==> src/rtl/axi_dma_pkg.sv <==
`default_nettype none
// +----------------------------------------------------------------------------+
// | Module      : axi_dma_pkg                                                  |
// | Description : Shared constants, FSM state encoding and helper functions    |
// |               for the AXI DMA read/write controllers.                      |
// | Revision    : 1.0 - initial release                                        |
// +----------------------------------------------------------------------------+
package axi_dma_pkg;

  localparam logic [1:0]  AXI_BURST_INCR    = 2'b01;
  localparam logic [1:0]  AXI_RESP_OKAY     = 2'b00;
  localparam int unsigned AXI_4KB           = 4096;
  localparam int unsigned AXI_4KB_ADDR_BITS = 12;
  localparam int unsigned AXI_MAX_BLEN_WD   = 9;   // holds 1..256 beats

  typedef enum logic [1:0] {
    ST_IDLE = 2'd0,
    ST_ADDR = 2'd1,
    ST_DATA = 2'd2,
    ST_DONE = 2'd3
  } dma_state_e;

  // Ceiling log2, used for ARSIZE and byte<->beat conversions.
  function automatic int unsigned clog2(input int unsigned value);
    int unsigned r;
    r = 0;
    for (int unsigned i = 0; i < 32; i++) begin
      if ((32'd1 << i) < value) r = i + 1;
    end
    return r;
  endfunction

endpackage
`default_nettype wire

==> src/rtl/axi_burst_len.sv <==
`default_nettype none
// +----------------------------------------------------------------------------+
// | Module      : axi_burst_len                                                |
// | Description : Combinational burst-length selector. Returns the number of   |
// |               beats for the next INCR burst: the minimum of the beats      |
// |               still owed, MAX_BURST, and the beats left before the next    |
// |               4 KB boundary.                                               |
// | Ports       : addr_lo_i    - low 12 bits of the burst start address        |
// |               beats_left_i - beats still to be transferred                 |
// |               blen_o       - beats in the next burst (1..MAX_BURST)        |
// | Revision    : 1.0 - initial release                                        |
// +----------------------------------------------------------------------------+
module axi_burst_len
  import axi_dma_pkg::*;
#(
  parameter int unsigned LEN_WD    = 16,
  parameter int unsigned DATA_WD   = 32,
  parameter int unsigned MAX_BURST = 16
) (
  input  logic [AXI_4KB_ADDR_BITS-1:0] addr_lo_i,
  input  logic [LEN_WD-1:0]            beats_left_i,
  output logic [AXI_MAX_BLEN_WD-1:0]   blen_o
);

  localparam int unsigned c_SHIFT = clog2(DATA_WD / 8);
  // Common compare width: wide enough for the byte-length field and for 4096.
  localparam int unsigned c_CW    = (LEN_WD > 13) ? LEN_WD : 13;
  localparam logic [c_CW-1:0] c_MAX = c_CW'(MAX_BURST);
  localparam logic [c_CW-1:0] c_4KB = c_CW'(AXI_4KB);

  logic [c_CW-1:0] w_beats;
  logic [c_CW-1:0] w_room;
  logic [c_CW-1:0] w_cap;

  assign w_beats = c_CW'(beats_left_i);
  assign w_room  = (c_4KB - c_CW'(addr_lo_i)) >> c_SHIFT;
  assign w_cap   = (w_room < c_MAX) ? w_room : c_MAX;
  // w_cap never exceeds MAX_BURST (<=256), so the low 9 bits carry the value.
  assign blen_o  = (w_beats < w_cap) ? w_beats[AXI_MAX_BLEN_WD-1:0]
                                     : w_cap[AXI_MAX_BLEN_WD-1:0];

endmodule
`default_nettype wire

==> src/rtl/axi_dma_rd_ctrl.sv <==
`default_nettype none
// +----------------------------------------------------------------------------+
// | Module      : axi_dma_rd_ctrl                                              |
// | Description : Read-side DMA controller. Splits one (address, byte length)  |
// |               command into INCR AXI read bursts, one outstanding at a      |
// |               time, never crossing a 4 KB boundary, and forwards R beats   |
// |               unbuffered to a valid/ready stream.                          |
// | Ports       : M_AXI_ACLK/M_AXI_ARESETN - clock, sync active-low reset      |
// |               i_start/i_src_addr/i_len - command                           |
// |               o_busy/o_done/o_err      - status                            |
// |               M_AXI_AR*                - read address channel (master)     |
// |               M_AXI_R*                 - read data channel (master)        |
// |               o_tdata/o_tvalid/o_tlast/i_tready - output stream            |
// | Revision    : 1.0 - initial release                                        |
// +----------------------------------------------------------------------------+
module axi_dma_rd_ctrl
  import axi_dma_pkg::*;
#(
  parameter int unsigned AXI_ID_WD   = 2,
  parameter int unsigned AXI_DATA_WD = 32,
  parameter int unsigned AXI_ADDR_WD = 32,
  parameter int unsigned LEN_WD      = 16,
  parameter int unsigned MAX_BURST   = 16,
  parameter int unsigned DMA_ID      = 0
) (
  input  logic                   M_AXI_ACLK,
  input  logic                   M_AXI_ARESETN,
  input  logic                   i_start,
  input  logic [AXI_ADDR_WD-1:0] i_src_addr,
  input  logic [LEN_WD-1:0]      i_len,
  output logic                   o_busy,
  output logic                   o_done,
  output logic                   o_err,
  output logic [AXI_ADDR_WD-1:0] M_AXI_ARADDR,
  output logic [AXI_ID_WD-1:0]   M_AXI_ARID,
  output logic [1:0]             M_AXI_ARBURST,
  output logic [2:0]             M_AXI_ARSIZE,
  output logic [7:0]             M_AXI_ARLEN,
  output logic                   M_AXI_ARVALID,
  input  logic                   M_AXI_ARREADY,
  input  logic [AXI_DATA_WD-1:0] M_AXI_RDATA,
  input  logic                   M_AXI_RLAST,
  input  logic [AXI_ID_WD-1:0]   M_AXI_RID,
  input  logic [1:0]             M_AXI_RRESP,
  input  logic                   M_AXI_RVALID,
  output logic                   M_AXI_RREADY,
  output logic [AXI_DATA_WD-1:0] o_tdata,
  output logic                   o_tvalid,
  output logic                   o_tlast,
  input  logic                   i_tready
);

  localparam int unsigned           c_SHIFT = clog2(AXI_DATA_WD / 8);
  localparam logic [AXI_ID_WD-1:0]  c_ARID  = AXI_ID_WD'(DMA_ID);
  localparam logic [LEN_WD-1:0]     c_ONE   = LEN_WD'(1);

  dma_state_e             state_q, state_d;
  logic [AXI_ADDR_WD-1:0] addr_q, addr_d;
  logic [LEN_WD-1:0]      beats_left_q, beats_left_d;
  logic [7:0]             arlen_q, arlen_d;
  logic [7:0]             beat_cnt_q, beat_cnt_d;
  logic                   busy_q, busy_d;
  logic                   done_q, done_d;
  logic                   err_q, err_d;

  logic [AXI_ADDR_WD-1:0]       w_src_aligned;
  logic [LEN_WD-1:0]            w_start_beats;
  logic [AXI_ADDR_WD-1:0]       w_addr_step;
  logic                         w_rfire;
  logic                         w_burst_last;
  logic [AXI_4KB_ADDR_BITS-1:0] w_bl_addr_lo;
  logic [LEN_WD-1:0]            w_bl_beats;
  logic [AXI_MAX_BLEN_WD-1:0]   w_blen;
  logic [7:0]                   w_bl_len_m1;

  // Misaligned start addresses are truncated down to a beat boundary.
  assign w_src_aligned = (i_src_addr >> c_SHIFT) << c_SHIFT;
  assign w_start_beats = i_len >> c_SHIFT;
  assign w_addr_step   = (AXI_ADDR_WD'(arlen_q) + AXI_ADDR_WD'(1)) << c_SHIFT;
  assign w_rfire       = (state_q == ST_DATA) && M_AXI_RVALID && i_tready;
  // The controller's own beat count decides where a burst ends, not RLAST.
  assign w_burst_last  = (beat_cnt_q == arlen_q);

  // The burst length is evaluated for the values that will be live on ADDR
  // entry: the fresh command from IDLE, or the post-beat count from DATA
  // (the address was already advanced at the AR handshake).
  assign w_bl_addr_lo = (state_q == ST_IDLE) ? w_src_aligned[AXI_4KB_ADDR_BITS-1:0]
                                             : addr_q[AXI_4KB_ADDR_BITS-1:0];
  assign w_bl_beats   = (state_q == ST_IDLE) ? w_start_beats : (beats_left_q - c_ONE);
  assign w_bl_len_m1  = 8'(w_blen - 9'd1);

  axi_burst_len #(
    .LEN_WD    (LEN_WD),
    .DATA_WD   (AXI_DATA_WD),
    .MAX_BURST (MAX_BURST)
  ) u_burst_len (
    .addr_lo_i    (w_bl_addr_lo),
    .beats_left_i (w_bl_beats),
    .blen_o       (w_blen)
  );

  always_ff @(posedge M_AXI_ACLK) begin
    if (!M_AXI_ARESETN) begin
      state_q      <= ST_IDLE;
      addr_q       <= '0;
      beats_left_q <= '0;
      arlen_q      <= '0;
      beat_cnt_q   <= '0;
      busy_q       <= 1'b0;
      done_q       <= 1'b0;
      err_q        <= 1'b0;
    end else begin
      state_q      <= state_d;
      addr_q       <= addr_d;
      beats_left_q <= beats_left_d;
      arlen_q      <= arlen_d;
      beat_cnt_q   <= beat_cnt_d;
      busy_q       <= busy_d;
      done_q       <= done_d;
      err_q        <= err_d;
    end
  end

  always_comb begin
    state_d       = state_q;
    addr_d        = addr_q;
    beats_left_d  = beats_left_q;
    arlen_d       = arlen_q;
    beat_cnt_d    = beat_cnt_q;
    busy_d        = busy_q;
    done_d        = 1'b0;
    err_d         = err_q;
    M_AXI_ARVALID = 1'b0;
    M_AXI_RREADY  = 1'b0;
    o_tvalid      = 1'b0;
    o_tlast       = 1'b0;

    case (state_q)
      ST_IDLE: begin
        if (i_start) begin
          addr_d       = w_src_aligned;
          beats_left_d = w_start_beats;
          beat_cnt_d   = '0;
          err_d        = 1'b0;
          busy_d       = 1'b1;
          if (w_start_beats == '0) begin
            state_d = ST_DONE;
          end else begin
            state_d = ST_ADDR;
            arlen_d = w_bl_len_m1;
          end
        end
      end

      ST_ADDR: begin
        M_AXI_ARVALID = 1'b1;
        if (M_AXI_ARREADY) begin
          state_d    = ST_DATA;
          addr_d     = addr_q + w_addr_step;
          beat_cnt_d = '0;
        end
      end

      ST_DATA: begin
        M_AXI_RREADY = i_tready;
        o_tvalid     = M_AXI_RVALID;
        o_tlast      = M_AXI_RVALID && (beats_left_q == c_ONE);
        if (w_rfire) begin
          beats_left_d = beats_left_q - c_ONE;
          beat_cnt_d   = beat_cnt_q + 8'd1;
          if ((M_AXI_RRESP != AXI_RESP_OKAY) || (M_AXI_RID != c_ARID) ||
              (M_AXI_RLAST != w_burst_last)) begin
            err_d = 1'b1;
          end
          if (w_burst_last) begin
            if (beats_left_q == c_ONE) begin
              state_d = ST_DONE;
            end else begin
              state_d = ST_ADDR;
              arlen_d = w_bl_len_m1;
            end
          end
        end
      end

      ST_DONE: begin
        state_d = ST_IDLE;
        busy_d  = 1'b0;
        done_d  = 1'b1;
      end

      default: state_d = ST_IDLE;
    endcase
  end

  assign o_busy        = busy_q;
  assign o_done        = done_q;
  assign o_err         = err_q;
  assign o_tdata       = M_AXI_RDATA;
  assign M_AXI_ARADDR  = addr_q;
  assign M_AXI_ARLEN   = arlen_q;
  assign M_AXI_ARID    = c_ARID;
  assign M_AXI_ARBURST = AXI_BURST_INCR;
  assign M_AXI_ARSIZE  = 3'(c_SHIFT);

endmodule
`default_nettype wire

==> config.mk <==
export PLATFORM = sky130hd
export DESIGN_NAME = axi_dma_rd_ctrl
export DESIGN_NICKNAME = d
export VERILOG_FILES = /design/src/rtl/axi_dma_pkg.sv /design/src/rtl/axi_burst_len.sv /design/src/rtl/axi_dma_rd_ctrl.sv
export SDC_FILE = /design/constraint.sdc
export NUM_CORES = 1
export LEC_CHECK = 0
export ABC_AREA = 1
export CAP_MARGIN = 20
export CORE_ASPECT_RATIO = 1.1
export CORE_MARGIN = 8
export CORE_UTILIZATION = 43
export DETAILED_ROUTE_END_ITERATION = 6
export GPL_ROUTABILITY_DRIVEN = 1
export GPL_TIMING_DRIVEN = 0
export PLACE_DENSITY = 0.78
export SETUP_SLACK_MARGIN = 0.4
export SLEW_MARGIN = 20
export SYNTH_ARGS = -nofsm -noshare
export SYNTH_HDL_FRONTEND = slang
export SYNTH_SLANG_ARGS = --single-unit
export TNS_END_PERCENT = 1
==> constraint.sdc <==
create_clock -name M_AXI_ACLK -period 3.2 [get_ports M_AXI_ACLK]
set_input_delay 0.8 -clock M_AXI_ACLK [delete_from_list [all_inputs] [get_ports M_AXI_ACLK]]
set_output_delay 0.8 -clock M_AXI_ACLK [all_outputs]
set_load 0.05 [all_outputs]
==> summary.md, run 1 <==
| Metric | Value |
|---|---|
| WP data required | 3.44 ns |
| Leakage power | 3.472 nW |
| Port bufs | 131 |
| Drt total wl | 18,800 um |
| Row count | 43 |
| Fmax | 296.1 MHz |
| CTS tree | built |
| Internal reg-to-reg setup slack | -0.18 ns |
| Routability cong. | 0.9271 |
| Seq cells post-synth | 67 |
| Max VDD drop | 0.5283 mV |
| Post-DP HPWL | 13,420 um |
| Synth area leaders | dfxtp_1 (25%), nand2_1 (12%), o21ai_0 (6.5%) |
| Non-Filler Instances | 1,188 |
| Fin. Hold Viols | 0 |
| Clock Skew | 0.01070 ns |
| Largest family of logic cells by synthesized area | simple AND/OR/NAND/NOR gates |
| Synth cell count leaders | nand2_1 (178), inv_1 (92), o21ai_0 (70) |
| Worst path most repeated cell | nand2_1 |
| Skew-Pair Late Insertion Delay | 0.34 ns |
| Reg-to-reg endpoint | M_AXI_ARLEN[6] |
| Yosys top cell area share | 24.97% |
| 1st-pass router iterations | 5 |
| PD cells | 1061 nW/um2 |
| Slowest stage delay, CP | 0.36 ns |
| # diodes | 0 |
| EDFF count, synth | 0 |
| Layout cells sized above 1 | 22.02% |
| Worst path slowest cell | dfxtp_4 |
| Critical path type | reg2reg |
| Min-delay worst type | reg2reg |
| CP startpoint kind | flip-flop |
| Startpoint of the worst-slack reg-to-reg timing path | state_q[1] |
| Worst setup EP type | flip-flop |
| DRC viols | 0 |
| Largest net degree at the start of global routing | 12 |
| M1 GR Usage | 25.66% |
| Final Setup Violations | 7 |
| Violated checks | setup timing |
| Mux cell area share after synthesis | 0.3727% |
| Tcrit/Tclk final | 105.5% |
| Core box area | 12,430 um2 |
| Vias in the first global route | 6,203 |
| DR iter-0 viols | 513 |
| Register area | 1365 um2 |
| Routed len/inst | 15.82 um |
| CTS H-tree depth | 3 |
| Cts bufs inserted | 9 |
| CTS Sinks | 67 |
| Min Hold Slack | 0.4857 ns |
| Gate Count Post-Synth | 833 |
| Via/cell ratio | 5.362 |
| Syn_area_per_cell | 6.448 um2 |
| Async set or reset register ratio after synthesis | 0% |
| Max-slew violations | 0 |
| CP max FO | 6 |
| Fillers | 1,074 |
| Mapped Area | 5371 um2 |
| Die H | 133.2 um |
| Adder-cell share of the synthesized area | 5.963% |
| Most frequent cell after synthesis | nand2_1 |
| DRT antenna net count | 0 |
| Maxcap violations | 0 |
| Period minus WS final | 3.377 ns |
| Ports | 177 |
| Normalized max-slew margin | 59.31% |
| First-pass GRT wire length | 29,260 um |
| HP Start | M_AXI_ARADDR[31] |
| Global route hottest layer | met2 |
| Die ar. | 16,330 um2 |
| Outcome | complete, but fails checks |
| Compound-Gate Fraction of Synth Area | 17.47% |
| Cells on worst reg2reg path | 32 |
| Slew of the pin with the lowest slew margin | 0.6104 ns |
| Multi-input logic area | 3777 um2 |
| Initial antenna violation count | 0 |
| RSZ-0062 raised after global routing | true |
| Hold-fix buffers, CTS | 0 |
| Final worst slack | -0.1774 ns |
| Remaining global-route overflow | 0 |
| Hold EP | M_AXI_ARADDR[31] |
| Area Growth Syn to Fin | 48.54% |
| Synth Area in XOR/XNOR | 6.848% |
| CP arrival | 3.61 ns |
| Nets | 1,142 |
| Met3 Use GR | 4.444% |
| Clock slew at reported path FFs | 0.06 ns |
| Setup TNS | -0.6238 ns |
| Clk root buf | clkbuf_16 |
| M2 GR Usage | 37.55% |
| Dpl cells | 1,134 |
| Post-synth top area cell | dfxtp_1 |
| DR vias | 6,370 |
| Power, Total | 0.008466 W |
| Hold Path Depth | 2 |
| Seq/Total Area, Yosys | 24.97% |
| Clk buf depth | 2 |
| Cell variety after synth | 45 |
| Synth Area in Simple Gates | 29.75% |
| Initial core utilization | 43.22% |
| Die X | 122.6 um |
| Warnings, synthesis | 0 |
| Gr usage total | 21.97% |
| Most used DFF post-synth | dfxtp_1 |
-- layer usage --
metal / wire length, um / vias up
li1: - / 3086
met1: 7445 / 2923
met2: 8984 / 311
met3: 1765 / 50
met4: 601 / 0
met5: 0 / -
-- cell type report --
type,count,share of cell area [%]
Multi-Input combinational cell,615,47.34
Timing Repair Buffer,169,19.60
Sequential cell,67,17.11
Buffer,63,5.128
Inverter,101,4.846
Clock buffer,12,3.215
Tap cell,157,2.462
Clock inverter,4,0.2979
-- cell usage in the layout (no fill, tap or decap), types with 4 or more instances in the layout --
cell             synthesis  final
nand4_1                 16     16
nor2_2                   5     10
xor2_1                  31     31
nor3_2                   1      5
nor2_1                  68     57
clkbuf_2                 0      7
a21oi_4                  0      4
clkbuf_16                0      9
or2_2                   16     16
nor4_1                   9      8
nor2_4                   1      7
ha_4                     0      6
dlygate4sd2_1            0      6
o21ai_0                 70     55
o21ai_1                  3     15
inv_4                    0      4
buf_2                    1      4
a21oi_1                 59     56
conb_1                   2     15
xnor2_1                 11     11
dfxtp_4                  0      5
clkbuf_1                20     15
inv_1                   92     84
inv_2                    6     11
nand2_2                  8     13
nor3_1                  18     11
dfxtp_1                 67     58
buf_4                   41     80
nand3_1                 33     27
o22ai_1                  5      5
dfxtp_2                  0      4
o211ai_1                 8      8
nand2_1                178    159
ha_1                    24     18
a31oi_1                 14     14
clkdlybuf4s50_1          0    117
nand2_4                  1     13
-- state kept, by name, indices dropped and copies added (netlist names) --
name / cells
beats_left_q: 16
o_done: 1
o_busy: 1
beat_cnt_q: 8
M_AXI_ARLEN: 8
state_q: 2
M_AXI_ARADDR: 30
o_err: 1
-- kinds of logic after synthesis --
kind of cell / Yosys count
compound gates: 171
xor+xnor: 42
fa+ha+maj: 25
buf+inv: 164
flops: 67
mux: 2
other cells: 2
simple gates: 360
-- report_power, final --
part | internal [W] | switching [W] | total, W
Combinational | 0.00209 | 0.00374 | 0.00583
Clock | 0.000565 | 0.000386 | 0.000950
Sequential | 0.00119 | 0.000498 | 0.00169
-- stage by stage --
| stage | cell area [um2] | util [%] | worst slack (ns) |
|---|---|---|---|
| after CTS | 7818 | 62.90 | -0.02224 |
| after detailed placement | 7088 | 57.03 | -0.9578 |
| after global placement | 7088 | 57.03 | -0.8863 |
| after global routing | 7979 | 64.20 | -0.3663 |
| after floorplan | 5580 | - | 0.05075 |
| final | 7979 | 64.20 | -0.1774 |
-- repair_timing --
action,4_1_cts,5_1_grt
setup buffers,34,4
setup endpoints to repair,36,41
pin swaps,46,26
gates resized for setup,103,36
-- critical path, delay by kind of cell (launching register included) --
kind	cells	cell delay [ns]
flops	1	0.36
compound gates	3	0.32
buf+inv	5	0.39
simple gates	21	1.58
fa+ha+maj	3	0.59
-- worst max-delay path by stage --
stage               cells past startpoint              to  slack, ns           from
floorplan                              28  M_AXI_ARLEN[6]       0.05  i_src_addr[2]
global placement                       31  M_AXI_ARLEN[6]      -0.89  i_src_addr[2]
detailed placement                     31  M_AXI_ARLEN[6]      -0.96  i_src_addr[2]
CTS                                    32  M_AXI_ARLEN[6]      -0.02     state_q[0]
global route                           32  M_AXI_ARLEN[6]      -0.37     state_q[1]
finish                                 32  M_AXI_ARLEN[6]      -0.18     state_q[1]
Note: power is estimated with default switching activity, not from simulation.
==> inputs of run 2 (changes only) <==
PLACE_DENSITY = 0.76   (was 0.78)
==> run 2 against run 1 <==
Effect of this change: the run still ends with setup timing left; clock skew shrank 0.0022 ns; sequential cell count is the same; register-to-register slack gained 0.02 ns; power grew 3.1%; non-clock buffer count shrank 3; via count shrank 1.3%; cell area grew 1.2%; critical path depth shrank 5; die area is the same; cell count shrank 0.25%; fmax grew 0.65%; critical path type unchanged; critical endpoint is now M_AXI_ARLEN[4]; highest routed layer unchanged.
==> summary.md, run 2 (synthesized netlist as in run 1, its figures left out) <==
| Metric | Value |
|---|---|
| Outcome | complete, but fails checks (unchanged) |
| Violated checks | setup timing (unchanged) |
| CTS H-tree depth | 3 (unchanged) |
| Clock group share of total power | 12.4% (was 11.2%) |
| 1st-pass router iterations | 6 (was 5) |
| Routability cong. | 0.9382 (was 0.9271) |
| Power Internal | 0.004025 W (was 0.003843 W) |
| Top Family by Delay on Critical Path | buffers and inverters (was simple AND/OR/NAND/NOR gates) |
| Max-slew violations | 0 (unchanged) |
| Sequential Power Share | 19.5% (was 20.0%) |
| Ports | 177 (unchanged) |
| Period minus WS final | 3.356 ns (was 3.377 ns) |
| DR iter-0 viols | 401 (was 513) |
| Non-Filler Instances | 1,185 (was 1,188) |
| Leakage power | 3.505 nW (was 3.472 nW) |
| # diodes | 0 (unchanged) |
| Worst slack, placed | -0.9493 ns (was -0.9578 ns) |
| Clock slew at reported path FFs | 0.06 ns (about the same) |
| Area Growth Syn to Fin | 50.27% (was 48.54%) |
| Max VDD drop | 0.6009 mV (was 0.5283 mV) |
| Post-DP HPWL | 13,380 um (was 13,420 um) |
| Final Setup Violations | 7 (unchanged) |
| Most frequent cells in the layout | nand2_1 (154), clkdlybuf4s50_1 (117), inv_1 (86) (was nand2_1 (159), clkdlybuf4s50_1 (117), inv_1 (84)) |
| Hold Path Depth | 2 (unchanged) |
| Slowest stage delay, CP | 0.39 ns (was 0.36 ns) |
| Row count | 43 (unchanged) |
| Buf/Inv on CP | 11 (was 5) |
| Internal reg-to-reg setup slack | -0.16 ns (was -0.18 ns) |
| Cts bufs inserted | 9 (unchanged) |
| Combinational share of power | 68.1% (was 68.8%) |
| Normalized max-slew margin | 56.31% (was 59.31%) |
| Die X | 122.6 um (unchanged) |
| Initial core utilization | 43.22% (unchanged) |
| DR vias | 6,287 (was 6,370) |
| CP startpoint kind | flip-flop (unchanged) |
| First-pass GRT wire length | 29,390 um (was 29,260 um) |
| CTS Sinks | 67 (unchanged) |
| WP depth | 27 (was 32) |
| Switching Fraction | 53.87% (was 54.60%) |
| Nets | 1,139 (was 1,142) |
| Min-delay worst type | reg2reg (unchanged) |
| DRT antenna net count | 0 (unchanged) |
| Drt total wl | 18,610 um (was 18,800 um) |
| Fin. Hold Viols | 0 (unchanged) |
| Critical path type | reg2reg (unchanged) |
| WP data required | 3.43 ns (was 3.44 ns) |
| Setup TNS | -0.5929 ns (was -0.6238 ns) |
| Maxcap violations | 0 (unchanged) |
| Final worst slack | -0.1556 ns (was -0.1774 ns) |
| Vias in the first global route | 6,150 (was 6,203) |
| Clk root buf | clkbuf_16 (unchanged) |
| Remaining global-route overflow | 0 (unchanged) |
| Port bufs | 131 (unchanged) |
| Die ar. | 16,330 um2 (unchanged) |
| PD cells | 1081 nW/um2 (was 1061 nW/um2) |
| Tcrit/Tclk final | 104.9% (was 105.5%) |
| Via/cell ratio | 5.305 (was 5.362) |
| Fmax | 298.0 MHz (was 296.1 MHz) |
| CTS tree | built (unchanged) |
| Clock Skew | 0.008503 ns (was 0.01070 ns) |
| Worst path most repeated cell | buf_4 (was nand2_1) |
| Routed len/inst | 15.70 um (was 15.82 um) |
| Dpl cells | 1,134 (unchanged) |
| Initial antenna violation count | 0 (unchanged) |
| Worst setup EP type | flip-flop (unchanged) |
| Gr usage total | 22.15% (was 21.97%) |
| Core box area | 12,430 um2 (unchanged) |
| Skew-Pair Late Insertion Delay | 0.35 ns (was 0.34 ns) |
| Worst path slowest cell | dfxtp_4 (unchanged) |
| Clk buf depth | 2 (unchanged) |
| Die H | 133.2 um (unchanged) |
| Max reg flops | 30 (unchanged) |
| Largest net degree at the start of global routing | 13 (was 12) |
| DRC viols | 0 (unchanged) |
| Cells on worst reg2reg path | 27 (was 32) |
| CP max FO | 5 (was 6) |
| RSZ-0062 raised after global routing | true (unchanged) |
| Slew of the pin with the lowest slew margin | 0.6554 ns (was 0.6104 ns) |
| CP arrival | 3.58 ns (was 3.61 ns) |
| Fillers | 1,084 (was 1,074) |
| Psw | 0.004701 W (was 0.004623 W) |
| Leading cell type in the layout, fill and taps excluded | nand2_1 (unchanged) |
| Layout cells sized above 1 | 22.57% (was 22.02%) |
[run 2: area by class of cell]
type	count	area [um2]	share of cell area, %
well taps	157	196.4	2.434
clock inverters	4	53.80	0.6666
inverters	101	389.1	4.821
plain buffers	63	410.4	5.084
clock buffers	12	267.8	3.317
multi-input cells	615	3839	47.56
repair buffers	166	1551	19.22
flip-flops and latches	67	1364	16.90
[run 2: layer usage]
metal / global-route usage, % / vias up / part of all wire, %
met5: 0 / - / 0
met1: 25.61 / 2856 / 40
li1: - / 3086 / -
met2: 37.03 / 288 / 48
met3: 4.274 / 57 / 7.8
met4: 12.95 / 0 / 3.9
[run 2: final timing paths]
| kind | start | to |
|---|---|---|
| min reg2reg | M_AXI_ARADDR[31] | M_AXI_ARADDR[31] |
| max | state_q[0] | M_AXI_ARLEN[4] |
| min | M_AXI_ARADDR[31] | M_AXI_ARADDR[31] |
| max reg2reg | state_q[0] | M_AXI_ARLEN[4] |
[run 2: worst min-delay path, delay by kind of cell, from the launching register on]
kind / cells / cell delay [ns]
simple gates: 2 / 0.11
flops: 1 / 0.33
[run 2: stage by stage]
| stage | total power [W] | hold WS, ns | utilization [%] | cell area [um2] |
|---|---|---|---|---|
| after floorplan | 0.005347 | 0.4539 | - | 5580 |
| after global routing | 0.009308 | 0.5249 | 64.95 | 8071 |
| final | 0.008725 | 0.4891 | 64.95 | 8071 |
| after global placement | 0.006762 | 0.4618 | 57.03 | 7088 |
| after detailed placement | 0.006809 | 0.4686 | 57.03 | 7088 |
| after CTS | 0.008339 | 0.4858 | 63.24 | 7860 |
[run 2: repair_timing]
item                       CTS  global route
pin swaps                   57            47
gates cloned                 0             0
resized for setup          109            55
setup buffers               28             7
setup endpoints to repair   39            42
hold buffers                 0             0
[run 2: power by group through the flow]
| stage | Clock [W] | Sequential, W | Combinational, W |
|---|---|---|---|
| 4_1_cts | 0.00109 | 0.00167 | 0.00557 |
| 3_5_place_dp | 0 | 0.00164 | 0.00517 |
| 5_1_grt | 0.00112 | 0.00176 | 0.00643 |
| 6_report | 0.00108 | 0.00170 | 0.00594 |
| 3_3_place_gp | 0 | 0.00163 | 0.00513 |
| 2_1_floorplan | 0 | 0.00238 | 0.00297 |
==> inputs of run 3 (changes only) <==
CORE_UTILIZATION = 59   (was 43)
DONT_BUFFER_PORTS = 1   (was unset)
PLACE_DENSITY = 0.75   (was 0.76)
==> run 3 against run 2 <==
Effect of this change: the flow still finishes with violations (setup timing); clock power is 22% lower; cell area fell by 20%; wire length down 4.0%; critical endpoint is now M_AXI_ARLEN[6].
==> summary.md, run 3 (synthesized netlist as in run 1, its figures left out) <==
| Metric | Value |
|---|---|
| Area Growth Syn to Fin | 20.64% (was 50.27%) |
| WP data required | 3.46 ns (was 3.43 ns) |
| Initial core utilization | 60.53% (was 43.22%) |
| Final worst slack | -0.08982 ns (was -0.1556 ns) |
| Min Hold Slack | 0.4920 ns (was 0.4891 ns) |
| Period minus WS final | 3.290 ns (was 3.356 ns) |
| Port bufs | 0 (was 131) |
| Multi-input logic area | 3776 um2 (was 3839 um2) |
| Power, Total | 0.007700 W (was 0.008725 W) |
| DRT antenna net count | 0 (unchanged) |
| First-pass GRT wire length | 27,790 um (was 29,390 um) |
| CP startpoint kind | flip-flop (unchanged) |
| Routability cong. | 0.9200 (was 0.9382) |
| CTS tree | built (unchanged) |
| DR iter-0 viols | 365 (was 401) |
| Tcrit/Tclk final | 102.8% (was 104.9%) |
| WL met3 | 1737 um (was 1454 um) |
| Largest net degree at the start of global routing | 12 (was 13) |
| Max-slew violations | 0 (unchanged) |
| Critical path type | reg2reg (unchanged) |
| WL met2 | 9008 um (was 8962 um) |
| Normalized max-slew margin | 40.68% (was 56.31%) |
| Cts bufs inserted | 9 (unchanged) |
| Worst slack, placed | -0.5496 ns (was -0.9493 ns) |
| Slew of the pin with the lowest slew margin | 0.8865 ns (was 0.6554 ns) |
| Die H | 116.1 um (was 133.2 um) |
| Drt total wl | 17,850 um (was 18,610 um) |
| Worst path slowest cell | dfxtp_4 (unchanged) |
| Final Setup Violations | 11 (was 7) |
| Die ar. | 12,420 um2 (was 16,330 um2) |
| Top Metal Used | met4 (unchanged) |
| DR vias | 5,772 (was 6,287) |
| Max reg flops | 30 (unchanged) |
| Skew-Pair Late Insertion Delay | 0.36 ns (was 0.35 ns) |
| Fin. Hold Viols | 0 (unchanged) |
| 1st-pass router iterations | 5 (was 6) |
| Ports | 177 (unchanged) |
| Register area | 1381 um2 (was 1364 um2) |
| Clock Skew | 0.01206 ns (was 0.008503 ns) |
| Top Family by Delay on Critical Path | simple AND/OR/NAND/NOR gates (was buffers and inverters) |
| Outcome | complete, but fails checks (unchanged) |
| Core box area | 8874 um2 (was 12,430 um2) |
| Via/cell ratio | 5.789 (was 5.305) |
| Initial antenna violation count | 0 (unchanged) |
| DRC viols | 0 (unchanged) |
| Die X | 107.0 um (was 122.6 um) |
| Hold-fix buffers, CTS | 0 (unchanged) |
| Vias in the first global route | 5,642 (was 6,150) |
| Max VDD drop | 0.6032 mV (was 0.6009 mV) |
| Fillers | 722 (was 1,084) |
| Leakage power | 2.846 nW (was 3.505 nW) |
| CP max FO | 8 (was 5) |
| # diodes | 0 (unchanged) |
| Maxcap violations | 0 (unchanged) |
| Post-DP HPWL | 13,320 um (was 13,380 um) |
| Setup TNS | -0.4780 ns (was -0.5929 ns) |
| Nets | 994 (was 1,139) |
| Clk root buf | clkbuf_8 (was clkbuf_16) |
| Leading cell type in the layout, fill and taps excluded | nand2_1 (unchanged) |
| CP arrival | 3.55 ns (was 3.58 ns) |
| CTS Sinks | 67 (unchanged) |
| Routed len/inst | 17.91 um (was 15.70 um) |
| Row count | 36 (was 43) |
| Violated checks | setup timing (unchanged) |
| Clock slew at reported path FFs | 0.09 ns (was 0.06 ns) |
| Worst path most repeated cell | nand2_2 (was buf_4) |
| Buf/Inv on CP | 5 (was 11) |
| Most frequent cells in the layout | nand2_1 (157), inv_1 (86), o21ai_0 (61), buf_4 (61), nor2_1 (59) (was nand2_1 (154), clkdlybuf4s50_1 (117), inv_1 (86)) |
| Routed length on met1 | 6691 um (was 7455 um) |
| Remaining global-route overflow | 0 (unchanged) |
| Gr usage total | 27.78% (was 22.15%) |
| Clk buf depth | 2 (unchanged) |
| Layout cells sized above 1 | 23.90% (was 22.57%) |
| Fmax | 304.0 MHz (was 298.0 MHz) |
| RSZ-0062 raised after global routing | true (unchanged) |
| CTS H-tree depth | 3 (unchanged) |
| PD cells | 1188 nW/um2 (was 1081 nW/um2) |
| Slowest stage delay, CP | 0.38 ns (was 0.39 ns) |
| Min-delay worst type | reg2reg (unchanged) |
| Worst setup EP type | flip-flop (unchanged) |
[run 3: changes by cell type in the layout (fill, tap and decap cells not counted), sizes merged]
cell	change
buf	-22
bufinv	+1
clkdlybuf4s50	-117
clkinvlp	+1
dlygate4sd2	-6
inv	-2
[run 3: final timing paths]
check / from / to / slack, ns / cells past startpoint
max: state_q[1] / M_AXI_ARLEN[6] / -0.09 / 32
min: beat_cnt_q[7] / beat_cnt_q[7] / 0.49 / 2
max reg2reg: state_q[1] / M_AXI_ARLEN[6] / -0.09 / 32
min reg2reg: beat_cnt_q[7] / beat_cnt_q[7] / 0.49 / 2
[run 3: area by class of cell]
type                            instances  share of cell area [%]
Clock buffer                           12                   2.394
Sequential cell                        67                   21.32
Clock inverter                          4                   1.120
Inverter                              101                   5.928
Multi-Input combinational cell        615                   58.27
Timing Repair Buffer                   21                   2.491
Buffer                                 63                   6.275
Tap cell                              114                   2.201
[run 3: power by group]
group	switching (W)	internal (W)
clock network	0.000363	0.000481
registers	0.00140	0.00121
logic	0.00273	0.00153
total	0.00449	0.00321
[run 3: repair_timing]
item / in CTS / in global routing
setup buffers: 5 / 16
endpoints found under the hold margin: 0 / 0
resized for setup: 65 / 33
pin swaps: 21 / 25
endpoints found under the setup margin: 61 / 52
[run 3: per-layer routing]
| metal | vias up | GRT usage (%) |
|---|---|---|
| li1 | 2786 | - |
| met1 | 2654 | 30.76 |
| met2 | 296 | 50.10 |
| met3 | 36 | 6.229 |
| met4 | 0 | 11.36 |
| met5 | - | 0 |
[run 3: per-stage QoR]
stage / instance area, um2 / instances / util (%)
4_1_cts: 6226 / 981 / 70.16
3_5_place_dp: 5723 / 960 / 64.50
6_report: 6480 / 997 / 73.03
2_1_floorplan: 5580 / 846 / -
5_1_grt: 6480 / 997 / 73.03
3_3_place_gp: 5723 / 960 / 64.50
[run 3: worst register-to-register path, delay by kind of cell (launching register included)]
family	cells	cell delay, ns
adders and majority gates	3	0.59
and+or+nand+nor	21	1.61
buffers and inverters	5	0.36
AOI/OAI and AO/OA	3	0.24
DFF	1	0.38
